## src/rtl/int_to_flp_stream.sv

```systemverilog
// int_to_flp_stream: streams a residue polynomial of length 2^len_log from the
// message BRAM into the FFT input BRAM as floating-point words.
//   clk, rst_n            clock, synchronous active-low reset
//   start                 run request, accepted in IDLE or DONE
//   pack_mode             0: {re,0} per coefficient, 1: coef i / i+N/2 packed
//   len_log, q            log2 length (clamped to LOGN) and modulus, latched on start
//   scale_power           result is scaled by 2^-scale_power, latched on start
//   rd_addr_a/b, rd_data_a/b  dual read port, data RD_LAT cycles after address
//   wr_addr, wr_data, wr_en   FFT BRAM write port, wr_data = {real, imag}
//   busy, done            busy in RUN/DRAIN, done level in DONE
`ifndef OVERALL_BITS
`define OVERALL_BITS 64
`endif
`ifndef EXPONENT_BITS
`define EXPONENT_BITS 11
`endif
module int_to_flp_stream #(
    parameter int LOGN     = 13,
    parameter int LOGQ     = 54,
    parameter int RD_LAT   = 2,
    parameter int CONV_LAT = 2
) (
    input  logic                        clk,
    input  logic                        rst_n,
    input  logic                        start,
    input  logic                        pack_mode,
    input  logic [$clog2(LOGN+1)-1:0]   len_log,
    input  logic [LOGQ-1:0]             q,
    input  logic [`EXPONENT_BITS:0]     scale_power,
    output logic [LOGN-1:0]             rd_addr_a,
    output logic [LOGN-1:0]             rd_addr_b,
    input  logic [LOGQ-1:0]             rd_data_a,
    input  logic [LOGQ-1:0]             rd_data_b,
    output logic [LOGN-1:0]             wr_addr,
    output logic [2*`OVERALL_BITS-1:0]  wr_data,
    output logic                        wr_en,
    output logic                        busy,
    output logic                        done
);
    localparam int OB   = `OVERALL_BITS;
    localparam int EB   = `EXPONENT_BITS;
    localparam int MB   = OB - EB - 1;
    localparam int BIAS = 2**(EB-1) - 1;
    localparam int L    = RD_LAT + CONV_LAT;
    localparam int LW   = $clog2(LOGN+1);

    typedef enum logic [1:0] {IDLE, RUN, DRAIN, DONE} state_t;
    state_t state, state_nx;

    logic [LOGN-1:0] i, cnt_m1;
    logic            pk, pk_in, accept, issue;
    logic [LOGQ-1:0] q_r;
    logic [EB:0]     sp_r;
    logic [LW-1:0]   ll_c, eff;
    logic [LOGN:0]   cnt_in;
    logic [L-1:0]    vpipe;
    logic [LOGN-1:0] apipe [L];
    logic [2*OB-1:0] cpipe [CONV_LAT];

    // Centred residue (x > q/2 means x - q) scaled by 2^-sp. With LOGQ <= 54 the
    // magnitude fits the significand, so truncation below never drops set bits.
    function automatic logic [OB-1:0] flp(input logic [LOGQ-1:0] x, input logic [LOGQ-1:0] qq,
                                          input logic [EB:0] sp);
        logic               neg;
        logic [LOGQ-1:0]    m, norm;
        logic [LOGQ+MB-2:0] ext;
        logic [EB-1:0]      e;
        int                 msb;
        neg = x > (qq >> 1);
        m = neg ? qq - x : x;
        msb = 0;
        for (int k = 0; k < LOGQ; k++) if (m[k]) msb = k;
        norm = m << (LOGQ - 1 - msb);
        ext = {norm[LOGQ-2:0], {MB{1'b0}}};
        e = EB'(msb + BIAS - int'(sp));
        return m == '0 ? '0 : {neg, e, ext[LOGQ+MB-2 -: MB]};
    endfunction

    assign accept = start && (state == IDLE || state == DONE);
    assign issue  = state == RUN;

    always_comb begin
        ll_c   = len_log > LW'(LOGN) ? LW'(LOGN) : len_log;
        pk_in  = pack_mode && len_log != '0;
        eff    = ll_c - LW'(pk_in);
        cnt_in = (LOGN+1)'(1) << eff;
    end

    always_ff @(posedge clk) begin
        if (!rst_n) state <= IDLE;
        else        state <= state_nx;
    end

    always_comb begin
        state_nx = state;
        unique case (state)
            IDLE, DONE: if (start) state_nx = RUN;
            RUN:        if (i == cnt_m1) state_nx = DRAIN;
            DRAIN:      if (i == LOGN'(L-1)) state_nx = DONE;
            default:    state_nx = IDLE;
        endcase
    end

    always_comb begin
        busy      = state == RUN || state == DRAIN;
        done      = state == DONE;
        rd_addr_a = issue ? i : '0;
        rd_addr_b = issue ? (pk ? i + cnt_m1 + LOGN'(1) : i) : '0;
    end

    // i counts read indices in RUN, then is reused as the drain cycle counter.
    always_ff @(posedge clk) begin
        if (!rst_n) begin
            i      <= '0;
            cnt_m1 <= '0;
            pk     <= 1'b0;
            q_r    <= '0;
            sp_r   <= '0;
            vpipe  <= '0;
            for (int k = 0; k < L; k++) apipe[k] <= '0;
        end else begin
            if (accept) begin
                i      <= '0;
                cnt_m1 <= LOGN'(cnt_in - (LOGN+1)'(1));
                pk     <= pk_in;
                q_r    <= q;
                sp_r   <= scale_power;
            end else if (state == RUN) begin
                i <= i == cnt_m1 ? '0 : i + LOGN'(1);
            end else if (state == DRAIN) begin
                i <= i + LOGN'(1);
            end
            vpipe    <= {vpipe[L-2:0], issue};
            apipe[0] <= issue ? i : '0;
            for (int k = 1; k < L; k++) apipe[k] <= apipe[k-1];
        end
    end

    always_ff @(posedge clk) begin
        cpipe[0] <= {flp(rd_data_a, q_r, sp_r), pk ? flp(rd_data_b, q_r, sp_r) : OB'(0)};
        for (int k = 1; k < CONV_LAT; k++) cpipe[k] <= cpipe[k-1];
    end

    assign wr_en   = vpipe[L-1];
    assign wr_addr = apipe[L-1];
    assign wr_data = cpipe[CONV_LAT-1];
endmodule

```

## config.mk

```make
export PLATFORM = sky130hd
export DESIGN_NAME = int_to_flp_stream
export DESIGN_NICKNAME = d
export VERILOG_FILES = /design/src/rtl/int_to_flp_stream.sv
export SDC_FILE = /design/constraint.sdc
export NUM_CORES = 1
export LEC_CHECK = 0
export BUFFER_PORTS_ARGS = -buffer_cell sky130_fd_sc_hd__buf_2
export CAP_MARGIN = 20
export CORE_MARGIN = 8
export CORE_UTILIZATION = 30
export DETAILED_ROUTE_END_ITERATION = 16
export HOLD_SLACK_MARGIN = 0.06
export SLEW_MARGIN = 15
export SYNTH_ARGS = -nofsm -noshare
export SYNTH_HDL_FRONTEND = slang
export SYNTH_SLANG_ARGS = --single-unit
```

## constraint.sdc

```tcl
create_clock -name clk -period 19.8 [get_ports clk]
set_clock_uncertainty 0.05 [all_clocks]
set_input_delay 2.97 -clock clk [delete_from_list [all_inputs] [get_ports clk]]
set_output_delay 2.97 -clock clk [all_outputs]
set_load 0.03 [all_outputs]
```

==> results.py, run 1 <==
metrics = {
    "run_status": {
        "status": "finished, final reports clean",
    },
    "timing": {
        "period_share_pct": 57.3,
        "setup_viol_count_final": 0,
        "timing.fmax_mhz": 88.1,
        "fin_hold_ws_ns": 0.272,
        "slew_headroom_pct": 9.71,
        "rsz0062_at_grt": "no",
        "tightest_slew_ns": 1.34,
        "fin_crit_ns": 11.35,
        "drv_slew": 0,
        "hold_viol": 0,
        "setup_tns_ns": 0,
    },
    "power": {
        "p_leak_nw": 16.1,
        "power_mw": 7.03,
        "peakVddDrop_mv": 0.131,
        "power_density_nw_per_um2": 187,
    },
    "drt": {
        "dr_wl_met3_mm": 13.1,
        "postRouteAntennaNets": 0,
        "drt_iter0_markers": 4120,
        "route.met2.wl_mm": 59.8,
        "wl_per_cell_um": 23.3,
        "top_layer": "met5",
        "vias": 34800,
        "drt-met1-wl_mm": 61.8,
        "first_pass_iters": 6,
        "avgViaCountPerCell": 5.85,
        "drc": 0,
        "wl_mm": 139,
    },
    "setup_path": {
        "worstSetupStartpointType": "input port",
        "crit_type": "in2reg",
        "endpoint_kind": "flop",
        "arrival_ns": 11.77,
        "crit_fanout": 70,
        "cp.required_ns": 20.23,
        "crit_start": "rd_data_b[4]",
        "r2r-start": "q_r[53]",
        "reg2reg_slack_ns": 10.24,
    },
    "die": {
        "die_area_um2": 125000,
        "coreArea_um2": 113000,
        "die_h_um": 353,
        "pin_count": 352,
        "row_count": 123,
        "die_w_um": 353,
        "initial_utilization_pct": 30.3,
    },
    "logic_synthesis": {
        "ys.flop_type": "dfxtp_1",
        "async_reset_ff_share_pct": 0,
        "synth_nets": 4750,
        "synth-seq-cells": 406,
        "synthDistinctLibCells": 120,
        "synth-edff-count": 0,
        "syn_area_per_cell_um2": 7.90,
        "ys_seq_area_share_pct": 23.8,
        "yosysWarnings": 0,
        "syn_area_um2": 34100,
        "synth_cells": 4315,
    },
    "grt": {
        "grt_max_degree": 80,
        "grt_use_total_pct": 20.8,
        "overflow": 0,
        "antenna_found_initial": 61,
        "grt_pass1_vias": 31900,
        "grt_pass1_wl_mm": 204,
    },
    "clock_network": {
        "cts_resized": 0,
        "cts-htree-levels": 2,
        "cts-root-buf": "clkbuf_16",
        "clkSinkCount": 406,
        "clockBufferDepth": 3,
        "hold_buffers": 0,
        "cts_buffers": 43,
        "insertion_delay_ns": 0.61,
        "postCtsSetupBuffers": 0,
        "clk_pin_slew_ns": 0.07,
        "cts_tree": "done",
    },
    "layout": {
        "layout-drive-gt1-share_pct": 14.8,
        "synthToLayoutAreaGrowth_pct": 10.5,
        "stdcell_count": 5958,
        "final_nets": 4828,
    },
    "placed_design": {
        "globalplace.congestion": 0.948,
        "placed_cells": 5846,
        "dp_hpwl_mm": 112,
        "portBuffers": 350,
    },
    "worst_hold_path": {
        "holdCritStartpoint": "cpipe[0][50]",
        "hold_class": "reg2reg",
    },
    "flow_run": {
        "max_cap_violations": 0,
    },
}
-- worst paths after layout --
check,to,cells after the start
worst min register to register,cpipe[0][178],0
worst max register to register,cpipe[0][108],26
worst max-delay path,cpipe[0][48],25
worst min-delay path,cpipe[0][178],0
-- critical path: stages --
cell and delay [ns]:
buf_2 0.16, ha_1 0.33, nand4_1 0.12, nor4_1 1.13
nand4_1 0.38, o31a_1 0.25, a22oi_4 0.73, buf_4 0.72
a2111oi_0 0.16, a221oi_1 0.73, nand2_1 0.09, o21ai_0 0.27
nand3_1 0.19, o21ai_4 0.17, buf_4 0.46, ha_1 0.48
o21a_1 0.19, ha_1 0.15, a21o_1 0.55, nor2_1 0.41
nand2_1 0.27, o221ai_1 0.15, a31oi_1 0.37, a211o_1 0.18
o21ai_0 0.09
-- metrics by stage --
stage	utilization (%)	cell area, um^2	worst slack (ns)
floorplan	-	34100	10.81
global placement	32.0	36100	8.35
detailed placement	32.0	36100	8.20
CTS	33.4	37600	8.84
global route	33.4	37600	8.09
finish	33.5	37700	8.45
-- flip-flops by register name, summed over array words and instances, names as in the netlist --
register	count
cpipe	256
q_r	54
apipe	52
cnt_m1	13
i	13
sp_r	11
vpipe	4
state	2
pk	1
-- per-layer routing --
metal | up-vias | global-route usage [%]
li1 | 16300 | -
met5 | - | 0
met2 | 1619 | 31.7
met3 | 243 | 5.37
met1 | 16700 | 28.8
met4 | 24 | 5.89
-- power by group --
| group | leakage (nW) | switching [mW] | internal [mW] |
|---|---|---|---|
| clock | 0.745 | 0.353 | 0.520 |
| sequential | 3.33 | 0.128 | 1.07 |
| combinational | 12.0 | 3.29 | 1.67 |
| total | 16.1 | 3.77 | 3.26 |
-- cell families after synthesis --
kind of cell,Yosys count,share of synthesized area [%]
AOI/OAI and AO/OA,1446,30.1
and+or+nand+nor,1359,20.1
buffers and inverters,589,8.50
DFF,406,23.8
adders and majority gates,253,9.39
muxes,171,5.67
xor gates and xnor gates,91,2.36
-- placed cells by master (no fill, tap or decap), drive strengths merged, types with 42 or more instances in the layout --
cell type,n
a22o,88
and2,92
nor4,43
xor2,43
mux2,57
dfxtp,406
nand3,124
clkbuf,50
nor3,128
a21o,90
and3,49
o22ai,59
nand2,330
ha,248
nor2,309
o21a,42
o21ai,241
o211ai,57
mux2i,102
a31oi,45
a211oi,61
nand4,66
a21oi,314
buf,393
inv,233
xnor2,48
-- final cells by class --
class | count | area [um^2]
antenna | 33 | 82.6
clock buffer | 49 | 1130
clock inverter | 28 | 402
fill | 12000 | 75000
inverter | 228 | 861
multi-input combinational | 3320 | 23100
sequential | 406 | 8130
tap | 1500 | 1880
timing repair buffer | 394 | 2090
-- cells in the mapped netlist (88+ instances only) --
cell	n	area (um^2)
a21o_1	90	676
a21oi_1	313	1570
a22o_1	88	771
and2_1	92	576
buf_4	137	1030
clkbuf_1	134	503
dfxtp_1	406	8130
ha_1	248	3100
inv_1	221	830
mux2i_1	102	1020
nand2_1	327	1230
nand3_1	124	621
nor2_1	306	1150
nor3_1	124	621
o21ai_0	228	1140
(Power assumes the default switching activity.)
==> run 2, diff against run 1 <==
==> constraint.sdc (replaced) <==
create_clock -name clk -period 11.35 [get_ports clk]
set_clock_uncertainty 0.05 [all_clocks]
set_input_delay 1.7025 -clock clk [delete_from_list [all_inputs] [get_ports clk]]
set_output_delay 1.7025 -clock clk [all_outputs]
set_load 0.03 [all_outputs]
==> results.py, run 2 (synthesized netlist as in run 1, its figures left out) <==
metrics = {
    "die": {
        "die_area_um2": 125000,
        "die_h_um": 353,
        "die_w_um": 353,
        "pin_count": 352,
        "initial_utilization_pct": 30.3,
        "coreArea_um2": 113000,
        "row_count": 123,
    },
    "clock_network": {
        "hold_buffers": 0,
        "insertion_delay_ns": 0.61,
        "cts-root-buf": "clkbuf_16",
        "clkSinkCount": 406,
        "cts_buffers": 41,
        "cts-htree-levels": 2,
        "cts_tree": "done",
        "postCtsSetupBuffers": 0,
        "cts_resized": 0,
        "clk_pin_slew_ns": 0.07,
        "clockBufferDepth": 3,
    },
    "timing": {
        "rsz0062_at_grt": "no",
        "timing.fmax_mhz": 107,
        "setup_tns_ns": 0,
        "setup_viol_count_final": 0,
        "period_share_pct": 82.5,
        "hold_viol": 0,
        "slew_headroom_pct": 17.2,
        "fin_crit_ns": 9.36,
        "drv_slew": 0,
        "tightest_slew_ns": 1.23,
    },
    "layout": {
        "final_nets": 4844,
        "largest_reg_flops": 256,
        "final_common_cell": "dfxtp_1",
        "synthToLayoutAreaGrowth_pct": 10.6,
        "layout_top_registers": "cpipe: 256 flops, q_r: 54 flops, apipe: 52 flops",
        "regMostFlops": "cpipe",
        "layout_common_cells": "dfxtp_1 (406), buf_2 (350), nand2_1 (327)",
        "final_area_um2": 37700,
        "layout-drive-gt1-share_pct": 15.0,
    },
    "grt": {
        "grt_use_total_pct": 20.6,
        "grt_pass1_wl_mm": 203,
        "antenna_found_initial": 61,
        "overflow": 0,
        "grt_pass1_vias": 31900,
        "grt_max_degree": 80,
    },
    "setup_path": {
        "critPathMostFrequentCell": "ha_1",
        "crit_type": "in2reg",
        "max_stage_delay_ns": 0.82,
        "endpoint_kind": "flop",
        "arrival_ns": 9.84,
        "crit_fanout": 28,
        "cp.required_ns": 11.83,
        "critical-path-slowest-cell": "o21ai_0",
        "worstSetupStartpointType": "input port",
    },
    "drt": {
        "wl_per_cell_um": 23.1,
        "postRouteAntennaNets": 0,
        "drt_iter0_markers": 3426,
        "drc": 0,
        "wl_mm": 138,
        "first_pass_iters": 6,
        "avgViaCountPerCell": 5.83,
        "vias": 34900,
    },
    "power": {
        "p_leak_nw": 16.1,
        "power_density_nw_per_um2": 323,
        "peakVddDrop_mv": 0.164,
    },
    "run_status": {
        "status": "finished, final reports clean",
    },
    "placed_design": {
        "dp_hpwl_mm": 113,
        "globalplace.congestion": 0.963,
        "place_area_um2": 36200,
        "portBuffers": 350,
    },
    "worst_hold_path": {
        "hold_class": "reg2reg",
    },
    "flow_run": {
        "max_cap_violations": 0,
    },
}
==> run 2: cell types whose count changed in the layout (fill, tap and decap cells not counted), sizes merged <==
| cell | change |
|---|---|
| buf | +19 |
| bufinv | -6 |
| clkinvlp | -3 |
| clkbuf | +7 |
| diode | +1 |
==> run 2: layout make-up <==
cell class	instances	area, um^2
Clock inverter	19	206
Fill cell	12000	74900
Inverter	228	861
Multi-Input combinational cell	3320	23100
Sequential cell	406	8130
Tap cell	1500	1880
Clock buffer	57	1190
Antenna cell	34	85.1
Timing Repair Buffer	412	2240
==> run 2: per-layer routing <==
metal / up-vias / wire length [um] / GRT usage [%]
met5: - / 209 / 0
met4: 32 / 4070 / 6.14
met3: 288 / 14100 / 5.93
met2: 1669 / 59100 / 31.3
met1: 16500 / 60800 / 28.1
li1: 16300 / - / -
==> run 2: critical path: cells and delay by family <==
family	cells	cell delay [ns]
muxes	3	0.84
AOI/OAI and AO/OA	12	4.39
buffers and inverters	3	0.50
adders and majority gates	3	1.00
and+or+nand+nor	5	1.38
==> run 2: worst paths after layout <==
path / startpoint / end / slack [ns] / cells past startpoint
setup / recovery: rd_data_a[17] / cpipe[0][107] / 1.99 / 26
hold / removal: cpipe[0][83] / cpipe[0][211] / 0.27 / 0
setup reg to reg: q_r[10] / cpipe[0][107] / 2.58 / 25
hold reg to reg: cpipe[0][83] / cpipe[0][211] / 0.27 / 0
==> run 2: metrics by stage <==
stage,power [mW],hold WS [ns],cells,worst slack (ns),utilization [%]
2_1_floorplan,8.27,0.260,4315,3.63,-
3_3_place_gp,10.5,0.260,5866,1.79,32.2
3_5_place_dp,10.5,0.262,5866,1.76,32.2
4_1_cts,12.0,0.258,5942,2.38,33.4
5_1_grt,12.9,0.266,5952,1.65,33.4
6_report,12.2,0.268,5976,1.99,33.5
==> run 2: power breakdown <==
part / switching, mW / total, mW / leakage (nW) / internal [mW]
Sequential: 0.222 / 2.08 / 3.33 / 1.86
Combinational: 5.74 / 8.71 / 12.1 / 2.97
Clock: 0.606 / 1.40 / 0.686 / 0.790
Total: 6.56 / 12.2 / 16.1 / 5.62
